[config.mk]
export PLATFORM = sky130hd
export DESIGN_NAME = fetch_execute_sequencer_flat
export DESIGN_NICKNAME = d
export VERILOG_FILES = /design/src/rtl/fetch_execute_sequencer_if.sv /design/src/rtl/fetch_execute_sequencer.sv /design/src/flat_wrapper.sv
export SDC_FILE = /design/constraint.sdc
export NUM_CORES = 1
export LEC_CHECK = 0
export CAP_MARGIN = 20
export CORE_MARGIN = 2
export CORE_UTILIZATION = 30
export CTS_CLUSTER_SIZE = 28
export DETAILED_ROUTE_END_ITERATION = 8
export HOLD_SLACK_MARGIN = 0.02
export PLACE_DENSITY = 0.71
export SYNTH_ARGS = -nofsm -noshare
export SYNTH_HDL_FRONTEND = slang
export SYNTH_SLANG_ARGS = --single-unit
[constraint.sdc]
create_clock -name clk -period 4.19 [get_ports clk]
set_input_delay 0.419 -clock clk [delete_from_list [all_inputs] [get_ports clk]]
set_output_delay 0.419 -clock clk [all_outputs]
set_load 0.01 [all_outputs]
[src/rtl/fetch_execute_sequencer_if.sv]
// Memory and ALU bus between the fetch/execute sequencer (master) and
// the main memory / combinational ALU (slave).
interface fetch_execute_sequencer_if;
  logic [15:0] mem_addr;
  logic        mem_we;
  logic [15:0] mem_wdata;
  logic [15:0] mem_rdata;
  logic [3:0]  alu_opcode;
  logic [15:0] alu_a;
  logic [15:0] alu_b;
  logic [15:0] alu_result;

  modport master (
    output mem_addr, mem_we, mem_wdata, alu_opcode, alu_a, alu_b,
    input  mem_rdata, alu_result
  );

  modport slave (
    input  mem_addr, mem_we, mem_wdata, alu_opcode, alu_a, alu_b,
    output mem_rdata, alu_result
  );
endinterface

[src/rtl/fetch_execute_sequencer.sv]
// Multi-cycle fetch/decode/execute controller for the 16-bit accumulator
// machine; owns PC, IR and AC and sequences single-port memory and the ALU.
module fetch_execute_sequencer #(
  parameter logic [11:0] RESET_PC = 12'h000
) (
  input  logic                       clk,
  input  logic                       reset,
  fetch_execute_sequencer_if.master  bus,
  output logic [11:0]                pc_out,
  output logic [15:0]                ir_out,
  output logic [15:0]                ac_out,
  output logic                       instr_done,
  output logic                       halted,
  output logic                       illegal
);

  typedef enum logic [2:0] {
    S_FETCH, S_FWAIT, S_DECODE, S_RD, S_EXEC, S_WR, S_HALT
  } state_t;

  localparam logic [3:0] OP_HALT  = 4'h0;
  localparam logic [3:0] OP_LOAD  = 4'h1;
  localparam logic [3:0] OP_STORE = 4'h2;
  localparam logic [3:0] OP_ALU   = 4'h3;
  localparam logic [3:0] OP_JUMP  = 4'h4;
  localparam logic [3:0] OP_JZ    = 4'h5;

  state_t      state;
  logic [11:0] pc;
  logic [15:0] ir;
  logic [15:0] ac;
  logic [15:0] mem_addr;
  logic        mem_we;
  logic [3:0]  alu_opcode;

  logic [3:0]  op;
  logic [11:0] addr;
  logic [11:0] pc_inc;
  logic [3:0]  fetched_op;

  assign op         = ir[15:12];
  assign addr       = (op == OP_ALU) ? {4'h0, ir[7:0]} : ir[11:0];
  assign pc_inc     = pc + 12'd1;
  assign fetched_op = bus.mem_rdata[15:12];

  // Bus outputs come from registers only; alu_b is the sole pass-through.
  assign bus.mem_addr   = mem_addr;
  assign bus.mem_we     = mem_we;
  assign bus.mem_wdata  = ac;
  assign bus.alu_opcode = alu_opcode;
  assign bus.alu_a      = ac;
  assign bus.alu_b      = bus.mem_rdata;

  assign pc_out = pc;
  assign ir_out = ir;
  assign ac_out = ac;

  // Outputs are registered for the state being entered, so each one is
  // already valid during the first cycle of that state.
  always_ff @(posedge clk or posedge reset) begin
    if (reset) begin
      state      <= S_FETCH;
      pc         <= RESET_PC;
      ir         <= 16'h0000;
      ac         <= 16'h0000;
      mem_addr   <= {4'h0, RESET_PC};
      mem_we     <= 1'b0;
      alu_opcode <= 4'h0;
      instr_done <= 1'b0;
      halted     <= 1'b0;
      illegal    <= 1'b0;
    end else begin
      mem_we     <= 1'b0;
      alu_opcode <= 4'h0;
      instr_done <= 1'b0;
      case (state)
        S_FETCH: state <= S_FWAIT;
        S_FWAIT: begin
          ir    <= bus.mem_rdata;
          pc    <= pc_inc;
          // HALT and jumps retire in DECODE, so their pulse is armed here
          instr_done <= (fetched_op == OP_HALT) || (fetched_op == OP_JUMP) ||
                        (fetched_op == OP_JZ);
          state <= S_DECODE;
        end
        S_DECODE: begin
          case (op)
            OP_HALT: begin
              halted <= 1'b1;
              state  <= S_HALT;
            end
            OP_LOAD, OP_ALU: begin
              mem_addr <= {4'h0, addr};
              state    <= S_RD;
            end
            OP_STORE: begin
              mem_addr   <= {4'h0, addr};
              mem_we     <= 1'b1;
              instr_done <= 1'b1;
              state      <= S_WR;
            end
            OP_JUMP: begin
              pc       <= addr;
              mem_addr <= {4'h0, addr};
              state    <= S_FETCH;
            end
            OP_JZ: begin
              if (ac == 16'h0000) begin
                pc       <= addr;
                mem_addr <= {4'h0, addr};
              end else begin
                mem_addr <= {4'h0, pc};
              end
              state <= S_FETCH;
            end
            default: begin
              illegal <= 1'b1;
              halted  <= 1'b1;
              state   <= S_HALT;
            end
          endcase
        end
        S_RD: begin
          if (op == OP_ALU) alu_opcode <= ir[11:8];
          instr_done <= 1'b1;
          state      <= S_EXEC;
        end
        S_EXEC: begin
          ac       <= (op == OP_ALU) ? bus.alu_result : bus.mem_rdata;
          mem_addr <= {4'h0, pc};
          state    <= S_FETCH;
        end
        S_WR: begin
          mem_addr <= {4'h0, pc};
          state    <= S_FETCH;
        end
        S_HALT:  state <= S_HALT;
        default: state <= S_FETCH;
      endcase
    end
  end

endmodule

[src/flat_wrapper.sv]
// flat-port wrapper written by rule: the top's interface ports become plain ports
module fetch_execute_sequencer_flat 
#(
  parameter logic [11:0] RESET_PC = 12'h000
)
  (clk, reset, pc_out, ir_out, ac_out, instr_done, halted, illegal, bus_mem_addr, bus_mem_we, bus_mem_wdata, bus_alu_opcode, bus_alu_a, bus_alu_b, bus_mem_rdata, bus_alu_result);
  fetch_execute_sequencer_if bus_i ();
  input  logic clk;
  input  logic reset;
  output logic [11:0] pc_out;
  output logic [15:0] ir_out;
  output logic [15:0] ac_out;
  output logic instr_done;
  output logic halted;
  output logic illegal;
  output wire logic [$bits(bus_i.mem_addr)-1:0] bus_mem_addr;
  output wire logic [$bits(bus_i.mem_we)-1:0] bus_mem_we;
  output wire logic [$bits(bus_i.mem_wdata)-1:0] bus_mem_wdata;
  output wire logic [$bits(bus_i.alu_opcode)-1:0] bus_alu_opcode;
  output wire logic [$bits(bus_i.alu_a)-1:0] bus_alu_a;
  output wire logic [$bits(bus_i.alu_b)-1:0] bus_alu_b;
  input wire logic [$bits(bus_i.mem_rdata)-1:0] bus_mem_rdata;
  input wire logic [$bits(bus_i.alu_result)-1:0] bus_alu_result;
  assign bus_mem_addr = bus_i.mem_addr;
  assign bus_mem_we = bus_i.mem_we;
  assign bus_mem_wdata = bus_i.mem_wdata;
  assign bus_alu_opcode = bus_i.alu_opcode;
  assign bus_alu_a = bus_i.alu_a;
  assign bus_alu_b = bus_i.alu_b;
  assign bus_i.mem_rdata = bus_mem_rdata;
  assign bus_i.alu_result = bus_alu_result;
  fetch_execute_sequencer #(.RESET_PC(RESET_PC)) u_core (.clk(clk), .reset(reset), .bus(bus_i), .pc_out(pc_out), .ir_out(ir_out), .ac_out(ac_out), .instr_done(instr_done), .halted(halted), .illegal(illegal));
endmodule
-- Yosys cells after proc, flatten, opt, wreduce, memory -nomap -nowiden
Index checks and enable logic that the tools add are counted.
- register bits: 71
- bits of input ports: 34
- output and inout bits: 116
- logic and storage cells: 62
- $add $sub $neg: 1
- eq/ne operators: 16
- multiplexer cells: 15
- bitwise gates (word level): 2
- reductions and logical operators: 18
- operators by type and width (operator ; number):
    $pmux 16 s2 ; 2
    $pmux 12 s2 ; 2
    $mux 12 ; 3
    $eq 4x3->1 const B ; 4
    $logic_not 16->1 ; 1
    $mux 16 ; 1
    $pmux 3 s5 ; 1
    $add 12x1->12 const B ; 1
    $eq 3x3->1 const B ; 3
    $ne 3x2->1 const B ; 3
    $pmux 3 s3 ; 1
    $eq 4x2->1 const B ; 2
    $logic_not 4->1 ; 2
    $mux 4 ; 2
    $eq 3x2->1 const B ; 2
    $reduce_and 2->1 ; 3
    $reduce_or 2->1 ; 3
    $reduce_or 6->1 ; 1
    $reduce_or 5->1 ; 1
    $eq 4x1->1 const B ; 1
    $reduce_bool 2->1 ; 2
    $reduce_or 4->1 ; 1
    $eq 3x1->1 const B ; 1
    $logic_not 3->1 ; 1
    other kinds (5) ; 8

-- Logic depth before layout (Yosys ltp)
Gate-level depths: netlist of the first run.
- depth in word-level cells: 5
- depth in mapped cells: 7
- gate-level depth less buffers: 6

-- Worst setup path before layout of the first run
Ideal clock, no wire load.
- path type: register to register
- start: reg u_core.ac[11], in the netlist u_core.ac_out[11]
- end: reg u_core.pc[2], in the netlist u_core.pc_out[2]
- library setup time: 121 ps
- data arrival time: 1813 ps
- data required time: 4069 ps
- path slack: 2255 ps
- stages on the path, launching flop included: 7
- buffers on the path: 1
- period minus slack after synthesis: 1935 ps
- cell sequence: dfrtp_1 > nor4_1 > nand4_1 > a2111o_1 > and2_1 > buf_6 > o22a_1
- word-level cells in the longest chain between the ends: 3
- RTL lines (what ; line ; RTL):
    start, declared ; fetch_execute_sequencer.sv:31 ; logic [15:0] ac;
    start signal, assigned ; fetch_execute_sequencer.sv:129 ; ac <= (op == OP_ALU) ? bus.alu_result : bus.mem_rdata;
    $logic_not 16->1 ; fetch_execute_sequencer.sv:108 ; if (ac == 16'h0000) begin
    $ne 3x2->1 (no source line) ; n/a ;
    $reduce_and 3->1 (no source line) ; n/a ;
    end signal, assigned ; fetch_execute_sequencer.sv:80 ; pc <= pc_inc;
    end signal, assigned ; fetch_execute_sequencer.sv:103 ; pc <= addr;
    end signal, assigned ; fetch_execute_sequencer.sv:109 ; pc <= addr;
    end, declared ; fetch_execute_sequencer.sv:29 ; logic [11:0] pc;
No other way between the ends.
A chain may end at the register's enable or synchronous reset.

-- Worst setup path after layout of the first run
- start: reg u_core.state[2]
- end: reg u_core.pc[2], in the netlist u_core.pc_out[2]
- word-level cells in the longest chain between the ends: 3
- elaborated cells on any way between the ends: 7
- those cells by class: eq/ne: 4; mux: 1; reduce/logical: 2
- RTL lines (what ; line ; RTL):
    start, declared ; fetch_execute_sequencer.sv:28 ; state_t state;
    start signal, assigned ; fetch_execute_sequencer.sv:62 ; state <= S_FETCH;
    start signal, assigned ; fetch_execute_sequencer.sv:77 ; S_FETCH: state <= S_FWAIT;
    start signal, assigned ; fetch_execute_sequencer.sv:84 ; state <= S_DECODE;
    $eq 3x2->1 or $eq 3x1->1 (tied branches) ; fetch_execute_sequencer.sv:76 ; case (state)
    $ne 3x2->1 (no source line) or $reduce_bool 2->1 (tied branches) ; n/a ;
    $reduce_and 3->1 (no source line) ; n/a ;
Several ways; a longest one is shown, not always the timed one.

==> results.toml, run 1 <==
[finish]
syn2layout_area_growth_pct = 41.3
final_cell_mix = "clkdlybuf4s50_1 (145), nand2_1 (90), dfrtp_1 (67)"
layout.nets = 532
diodes = 0
layout-drive-gt1-share_pct = 4.59
final_common_cell = "clkdlybuf4s50_1"

[power_and_ir_drop]
p_leak_nw = 2.14
power_density_nw_per_um2 = 822
p_total_mw = 4.16
peakVddDrop_mv = 0.351

[clock_tree]
cts_buffers = 9
clock_path_buffers = 2
holdBufCountCts = 0
ctsResizeCount = 0
clk_pin_slew_worst_paths_ns = 0.05
postCtsSetupRepairBufs = 0
clock_latency_ns = 0.33
cts_tree = "yes"
cts_num_sinks = 67
cts_root_buf = "clkbuf_16"
htree_levels = 3

[setup_path]
cp_max_fo = 22
cp.depth = 5
cp-endpoint = "u_core.pc_out[2]$_DFFE_PP0P_"
rr_endpoint = "u_core.pc_out[2]$_DFFE_PP0P_"
path_class = "register to register"
critPathCaptureType = "register"
cp.arrival_ns = 2.87
crit_buf_inv = 0
crit_path_start_kind = "register"
crit_chain = "nor2_1 -> nand2_1 -> a2111o_1 -> and2_1 -> o22a_1"
critical_path.startpoint = "u_core.state[2]$_DFF_PP0_"
r2r_start = "u_core.state[2]$_DFF_PP0_"
crit_path_max_incr_delay_ns = 0.75
ff2ff_path_depth = 5
cp_slowest_cell = "a2111o_1"
crit_family = "simple AND/OR/NAND/NOR gates"
reg2reg_slack_ns = 1.53
cp.required_ns = 4.40

[global_routing]
gr-usage-all-layers_pct = 16.2
antenna_found_initial = 0
grt_pass1_wl_mm = 16.6
grt_max_degree = 44
grt_pass1_vias = 3093
grt.overflow.total = 0

[yosys]
ys_async_sr_fraction_pct = 100
synth.avg_cell_area_um2 = 8.69
synthFlopType = "dfrtp_1"
syn_area_um2 = 3580
syn-instance-count = 412
synth_edf_count = 0
ys_seq_area_share_pct = 46.8
synth-seq-cells = 67
synth.distinct_cells = 44
ys_warn_count = 0

[floorplanning]
ios = 150
die_w_um = 113
num_rows = 39
coreArea_um2 = 11500
die_height_um = 113
start_util_pct = 31.1
die-area_um2 = 12800

[timing]
max_freq_mhz = 375
period_share_pct = 63.6
fin_ws_ns = 1.53
slew_violations = 0
fin_skew_ns = 0.00574
worst_pin_slew_ns = 1.00
rsz0062_at_grt = "no"
finalSetupTns_ns = 0
max_slew_margin_pct = 32.8
period_needed_ns = 2.66
hold_violations = 0
setup_viol = 0

[placed_design]
portBuffers = 145
place_congestion = 0.878
post-place-ws_ns = 1.59
place_hpwl_mm = 7.79

[hold_path]
hold_start = "u_core.halted$_DFFE_PP0P_"
holdCritPathClass = "register to register"

[route]
drt-pass1-iter-count = 4
viasPerCell = 5.01
drt-wirelength-per-cell_um = 16.4
wl_mm = 10.5
antenna_left = 0
drc = 0
first_iter_violations = 156
num_vias = 3229

[run_status]
outcome = "complete, no violations"

[job]
drv_cap = 0
where the power goes:
part / switching (mW) / internal (mW)
sequential: 0.400 / 0.942
clock: 0.259 / 0.489
combinational: 0.973 / 1.09
total: 1.63 / 2.53
routing by layer:
| layer | track usage, % | routed length, um | up-vias |
|---|---|---|---|
| met1 | 21.5 | 4600 | 1561 |
| met5 | 0 | 0 | - |
| met2 | 26.8 | 5140 | 129 |
| met4 | 3.66 | 86 | 0 |
| met3 | 4.18 | 708 | 11 |
| li1 | - | - | 1528 |
layout make-up:
cell class / count / area, um2
clock inverters: 2 / 35.0
flip-flops and latches: 67 / 1680
well taps: 143 / 179
inverters: 2 / 7.51
multi-input cells: 269 / 1420
clock buffers: 13 / 260
fillers: 1138 / 6450
repair buffers: 148 / 1490
sequential cells by signal, summed over array words and instances, names as in the netlist:
| signal | cells |
|---|---|
| u_core.ac_out | 16 |
| u_core.ir_out | 16 |
| u_core.bus.mem_addr | 12 |
| u_core.pc_out | 12 |
| u_core.bus.alu_opcode | 4 |
| u_core.state | 3 |
| u_core.bus.mem_we | 1 |
| u_core.halted | 1 |
| u_core.illegal | 1 |
| u_core.instr_done | 1 |
cells in the mapped netlist (2+ instances only):
cell      count  share of area, %
nand2_1      90               9.4
dfrtp_1      67                47
buf_4        53                11
nor2_1       40               4.2
a31oi_1      28               4.9
a21oi_1      24               3.4
clkbuf_1     18               1.9
nand3_1      10               1.4
mux2i_1       9               2.5
and2_1        6               1.0
nand2b_1      6               1.0
nor4_1        6               1.0
o22a_1        6               1.5
o21ai_0       5              0.70
and3_1        3              0.52
buf_2         3              0.42
a211oi_1      2              0.42
a21o_1        2              0.42
buf_1         2              0.21
inv_1         2              0.21
nor2b_1       2              0.35
nor3_1        2              0.28
o21bai_1      2              0.42
o2bb2a_1      2              0.56
o31a_1        2              0.49
or3b_2        2              0.49
cells by family after synthesis:
logic type | share of synthesized area, %
compound gates | 15.4
simple gates | 20.6
other cells | 0.105
buf+inv | 14.1
fa+ha+maj | 0.349
mux | 2.51
flops | 46.8
per-stage QoR:
step	util [%]	area [um2]	hold slack, ns	cells
after detailed placement	41.2	4740	0.488	627
final	43.9	5060	0.502	644
after CTS	43.7	5030	0.503	642
after global placement	41.2	4740	0.493	627
after floorplan	-	3590	0.513	415
after global routing	43.9	5060	0.514	644
worst min path at each step:
stage | depth (start not counted) | endpoint | slack (ns)
2_1_floorplan | 1 | u_core.halted$_DFFE_PP0P_ | 0.51
3_3_place_gp | 1 | u_core.illegal$_DFFE_PP0P_ | 0.49
4_1_cts | 1 | u_core.halted$_DFFE_PP0P_ | 0.50
5_1_grt | 1 | u_core.halted$_DFFE_PP0P_ | 0.51
6_report | 1 | u_core.halted$_DFFE_PP0P_ | 0.50
3_5_place_dp | 1 | u_core.halted$_DFFE_PP0P_ | 0.49
(Power assumes the default switching activity.)
==> inputs of run 2 (changes only) <==
==> constraint.sdc (replaced) <==
create_clock -name clk -period 2.6 [get_ports clk]
set_input_delay 0.26 -clock clk [delete_from_list [all_inputs] [get_ports clk]]
set_output_delay 0.26 -clock clk [all_outputs]
set_load 0.01 [all_outputs]
==> results.toml, run 2 (synthesis results as in run 1) <==
[placed_design]
placed_cells = 635
place_congestion = 0.832
portBuffers = 145
post-place-ws_ns = 0.348
place_hpwl_mm = 7.92
place_area_um2 = 4810

[global_routing]
gr-usage-all-layers_pct = 16.8
grt_max_degree = 46
antenna_found_initial = 0
grt.overflow.total = 0
grt_pass1_vias = 3103
grt_pass1_wl_mm = 17.1

[clock_tree]
clock_latency_ns = 0.33
cts_root_buf = "clkbuf_16"
cts_num_sinks = 67
cts_tree = "yes"
clk_pin_slew_worst_paths_ns = 0.06
holdBufCountCts = 0
ctsResizeCount = 0
htree_levels = 3
clock_path_buffers = 2
postCtsSetupRepairBufs = 0
cts_buffers = 9

[finish]
fin_util_pct = 44.5
layout.nets = 538
diodes = 0
nFillCells = 1108
syn2layout_area_growth_pct = 43.0
final_common_cell = "clkdlybuf4s50_1"
stdcell_area_um2 = 5120
final_cell_mix = "clkdlybuf4s50_1 (145), nand2_1 (90), dfrtp_1 (67)"
layoutNonFillerInstCount = 651
layout-drive-gt1-share_pct = 6.10

[setup_path]
cp.arrival_ns = 2.44
ff2ff_path_depth = 5
crit_chain = "nor4_1 -> nand4_1 -> a2111o_1 -> and2_1 -> o22a_1"
crit_path_max_incr_delay_ns = 0.46
cp_slowest_cell = "a2111o_1"
path_class = "register to register"
crit_path_start_kind = "register"
cp.required_ns = 2.81
cp_max_fo = 10
rr_endpoint = "u_core.pc_out[10]$_DFFE_PP0P_"
critPathCaptureType = "register"
crit_buf_inv = 0
crit_family = "simple AND/OR/NAND/NOR gates"
r2r_start = "u_core.ac_out[0]$_DFFE_PP0N_"
cp.depth = 5
reg2reg_slack_ns = 0.37

[power_and_ir_drop]
p_total_mw = 6.82
peakVddDrop_mv = 0.598
power_density_nw_per_um2 = 1330
p_leak_nw = 2.18

[timing]
slew_violations = 0
hold_violations = 0
fin_skew_ns = 0.00556
period_share_pct = 85.7
setup_viol = 0
max_slew_margin_pct = 50.3
finalSetupTns_ns = 0
fin_ws_ns = 0.372
period_needed_ns = 2.23
hold_slack_ns = 0.294
worst_pin_slew_ns = 0.746
max_freq_mhz = 449
rsz0062_at_grt = "no"

[hold_path]
holdCritPathClass = "input port to async pin"

[route]
drc = 0
viasPerCell = 4.97
drt-pass1-iter-count = 4
first_iter_violations = 172
antenna_left = 0
drt-wirelength-per-cell_um = 16.5
wl_mm = 10.8
num_vias = 3235

[floorplanning]
die-area_um2 = 12800
ios = 150
die_w_um = 113
start_util_pct = 31.1
num_rows = 39
die_height_um = 113
coreArea_um2 = 11500

[job]
drv_cap = 0

[run_status]
outcome = "complete, no violations"
## run 2: final cells by class
| cell class | count | area, um2 | area share, % |
|---|---|---|---|
| sequential | 67 | 1680 | 32.7 |
| timing repair buffer | 154 | 1530 | 29.9 |
| multi-input combinational | 269 | 1420 | 27.7 |
| clock buffer | 10 | 229 | 4.47 |
| tap | 143 | 179 | 3.49 |
| clock inverter | 6 | 80.1 | 1.56 |
| inverter | 2 | 7.51 | 0.147 |
## run 2: report_power, final
group          leakage, nW  switching [mW]  total, mW  internal [mW]
logic                 1.25            1.59       3.38           1.79
registers            0.779           0.643       2.16           1.52
clock network        0.156           0.447       1.28          0.832
total                 2.18            2.68       6.82           4.14
## run 2: layer usage
metal | up-vias | global-route usage, % | part of all wire [%]
met2 | 120 | 26.7 | 48
met4 | 0 | 4.39 | 0.74
met1 | 1566 | 23.2 | 45
met5 | - | 0 | 0
li1 | 1538 | - | -
met3 | 11 | 3.96 | 6.3
## run 2: worst max-delay path by stage
stage / start / to / slack [ns]
floorplan: reset / u_core.ac_out[0]$_DFFE_PP0N_ / 0.66
CTS: u_core.ac_out[0]$_DFFE_PP0N_ / u_core.pc_out[10]$_DFFE_PP0P_ / 0.33
global route: u_core.ac_out[10]$_DFFE_PP0N_ / u_core.pc_out[10]$_DFFE_PP0P_ / 0.18
detailed placement: u_core.ac_out[0]$_DFFE_PP0N_ / u_core.pc_out[10]$_DFFE_PP0P_ / 0.35
global placement: u_core.ac_out[0]$_DFFE_PP0N_ / u_core.pc_out[9]$_DFFE_PP0P_ / 0.39
finish: u_core.ac_out[0]$_DFFE_PP0N_ / u_core.pc_out[10]$_DFFE_PP0P_ / 0.37
==> inputs of run 3 (changes only) <==
--- a/config.mk
+++ b/config.mk
@@ -11,6 +11,7 @@
 export CTS_CLUSTER_SIZE = 28
 export DETAILED_ROUTE_END_ITERATION = 8
 export HOLD_SLACK_MARGIN = 0.02
+export MAX_ROUTING_LAYER = met4
 export PLACE_DENSITY = 0.71
 export SYNTH_ARGS = -nofsm -noshare
 export SYNTH_HDL_FRONTEND = slang
==> results.toml, run 3 (synthesis results as in run 1) <==
[run_status]
outcome = "complete, no violations"

[route]
wl_mm = 10.8
drt-wirelength-per-cell_um = 16.5
drc = 0
antenna_left = 0
viasPerCell = 4.98
num_vias = 3244
first_iter_violations = 169
drt-pass1-iter-count = 4

[global_routing]
grt_pass1_wl_mm = 17.0
grt_util_met2_pct = 26.9
grt-busiest-layer = "met2"
gr-usage-all-layers_pct = 17.3
grt_use_met3_pct = 3.32
grtUsageMet1_pct = 23.3
grt_pass1_vias = 3117
antenna_found_initial = 0
grt_max_degree = 46
grt.overflow.total = 0

[finish]
syn2layout_area_growth_pct = 43.0
final_common_cell = "clkdlybuf4s50_1"
layout-drive-gt1-share_pct = 6.10
diodes = 0
nFillCells = 1108
final_cell_mix = "clkdlybuf4s50_1 (145), nand2_1 (90), dfrtp_1 (67)"
layout.nets = 538

[timing]
finalSetupTns_ns = 0
slew_violations = 0
worst_pin_slew_ns = 0.754
max_slew_margin_pct = 49.8
hold_violations = 0
period_needed_ns = 2.22
fin_skew_ns = 0.00577
max_freq_mhz = 451
rsz0062_at_grt = "no"
period_share_pct = 85.3
hold_slack_ns = 0.291
setup_viol = 0

[setup_path]
cp.arrival_ns = 2.43
crit_path_start_kind = "register"
cp_slowest_cell = "a2111o_1"
rr_endpoint = "u_core.pc_out[10]$_DFFE_PP0P_"
critPathCaptureType = "register"
ff2ff_path_depth = 5
crit_buf_inv = 0
crit_path_max_incr_delay_ns = 0.46
cp.required_ns = 2.81
path_class = "register to register"
crit_chain = "nor4_1 -> nand4_1 -> a2111o_1 -> and2_1 -> o22a_1"
reg2reg_slack_ns = 0.38
cp_max_fo = 10
r2r_start = "u_core.ac_out[0]$_DFFE_PP0N_"
crit_family = "simple AND/OR/NAND/NOR gates"

[placed_design]
place_hpwl_mm = 7.92
place_congestion = 0.844
portBuffers = 145

[floorplanning]
ios = 150
num_rows = 39
die-area_um2 = 12800
die_height_um = 113
start_util_pct = 31.1
coreArea_um2 = 11500
die_w_um = 113

[clock_tree]
htree_levels = 3
clock_latency_ns = 0.33
postCtsSetupRepairBufs = 0
cts_num_sinks = 67
cts_root_buf = "clkbuf_16"
cts_tree = "yes"
cts_buffers = 9
ctsResizeCount = 0
clk_pin_slew_worst_paths_ns = 0.05
holdBufCountCts = 0
clock_path_buffers = 2

[power_and_ir_drop]
peakVddDrop_mv = 0.598
p_leak_nw = 2.18
power_density_nw_per_um2 = 1330

[hold_path]
holdCritPathClass = "input port to async pin"

[job]
drv_cap = 0
[run 3: metrics by stage]
stage	area [um2]	utilization (%)	worst slack [ns]	cells	power, mW
after floorplan	3590	-	0.657	415	3.99
final	5120	44.5	0.382	651	6.82
after global routing	5120	44.5	0.181	651	7.30
after global placement	4810	41.8	0.391	635	5.47
after CTS	5120	44.5	0.334	651	6.87
after detailed placement	4810	41.8	0.348	635	5.57
[run 3: how the worst max path moves through the flow]
stage                                   from  depth (start not counted)                             to  slack (ns)
4_1_cts         u_core.ac_out[0]$_DFFE_PP0N_                          5  u_core.pc_out[10]$_DFFE_PP0P_        0.33
3_5_place_dp    u_core.ac_out[0]$_DFFE_PP0N_                          5  u_core.pc_out[10]$_DFFE_PP0P_        0.35
6_report        u_core.ac_out[0]$_DFFE_PP0N_                          5  u_core.pc_out[10]$_DFFE_PP0P_        0.38
2_1_floorplan                          reset                          1   u_core.ac_out[0]$_DFFE_PP0N_        0.66
3_3_place_gp    u_core.ac_out[0]$_DFFE_PP0N_                          5   u_core.pc_out[9]$_DFFE_PP0P_        0.39
5_1_grt        u_core.ac_out[10]$_DFFE_PP0N_                          5  u_core.pc_out[10]$_DFFE_PP0P_        0.18
[run 3: power breakdown]
| part | internal [mW] | leakage, nW | total (mW) | switching (mW) |
|---|---|---|---|---|
| sequential | 1.52 | 0.779 | 2.16 | 0.644 |
| combinational | 1.79 | 1.25 | 3.38 | 1.59 |
| clock | 0.833 | 0.156 | 1.28 | 0.449 |
[run 3: layer usage]
metal	routed length (um)	vias to the layer above	share of wire (%)
li1	-	1536	-
met1	4810	1562	45
met2	5230	138	49
met3	633	8	5.9
met4	76	0	0.71
met5	0	-	0
[run 3: final cells by class]
type	instances	area, um2	area share, %
sequential	67	1680	32.7
multi-input combinational	269	1420	27.7
timing repair buffer	154	1530	29.9
clock buffer	10	229	4.47
inverter	2	7.51	0.147
clock inverter	6	80.1	1.56
tap	143	179	3.49
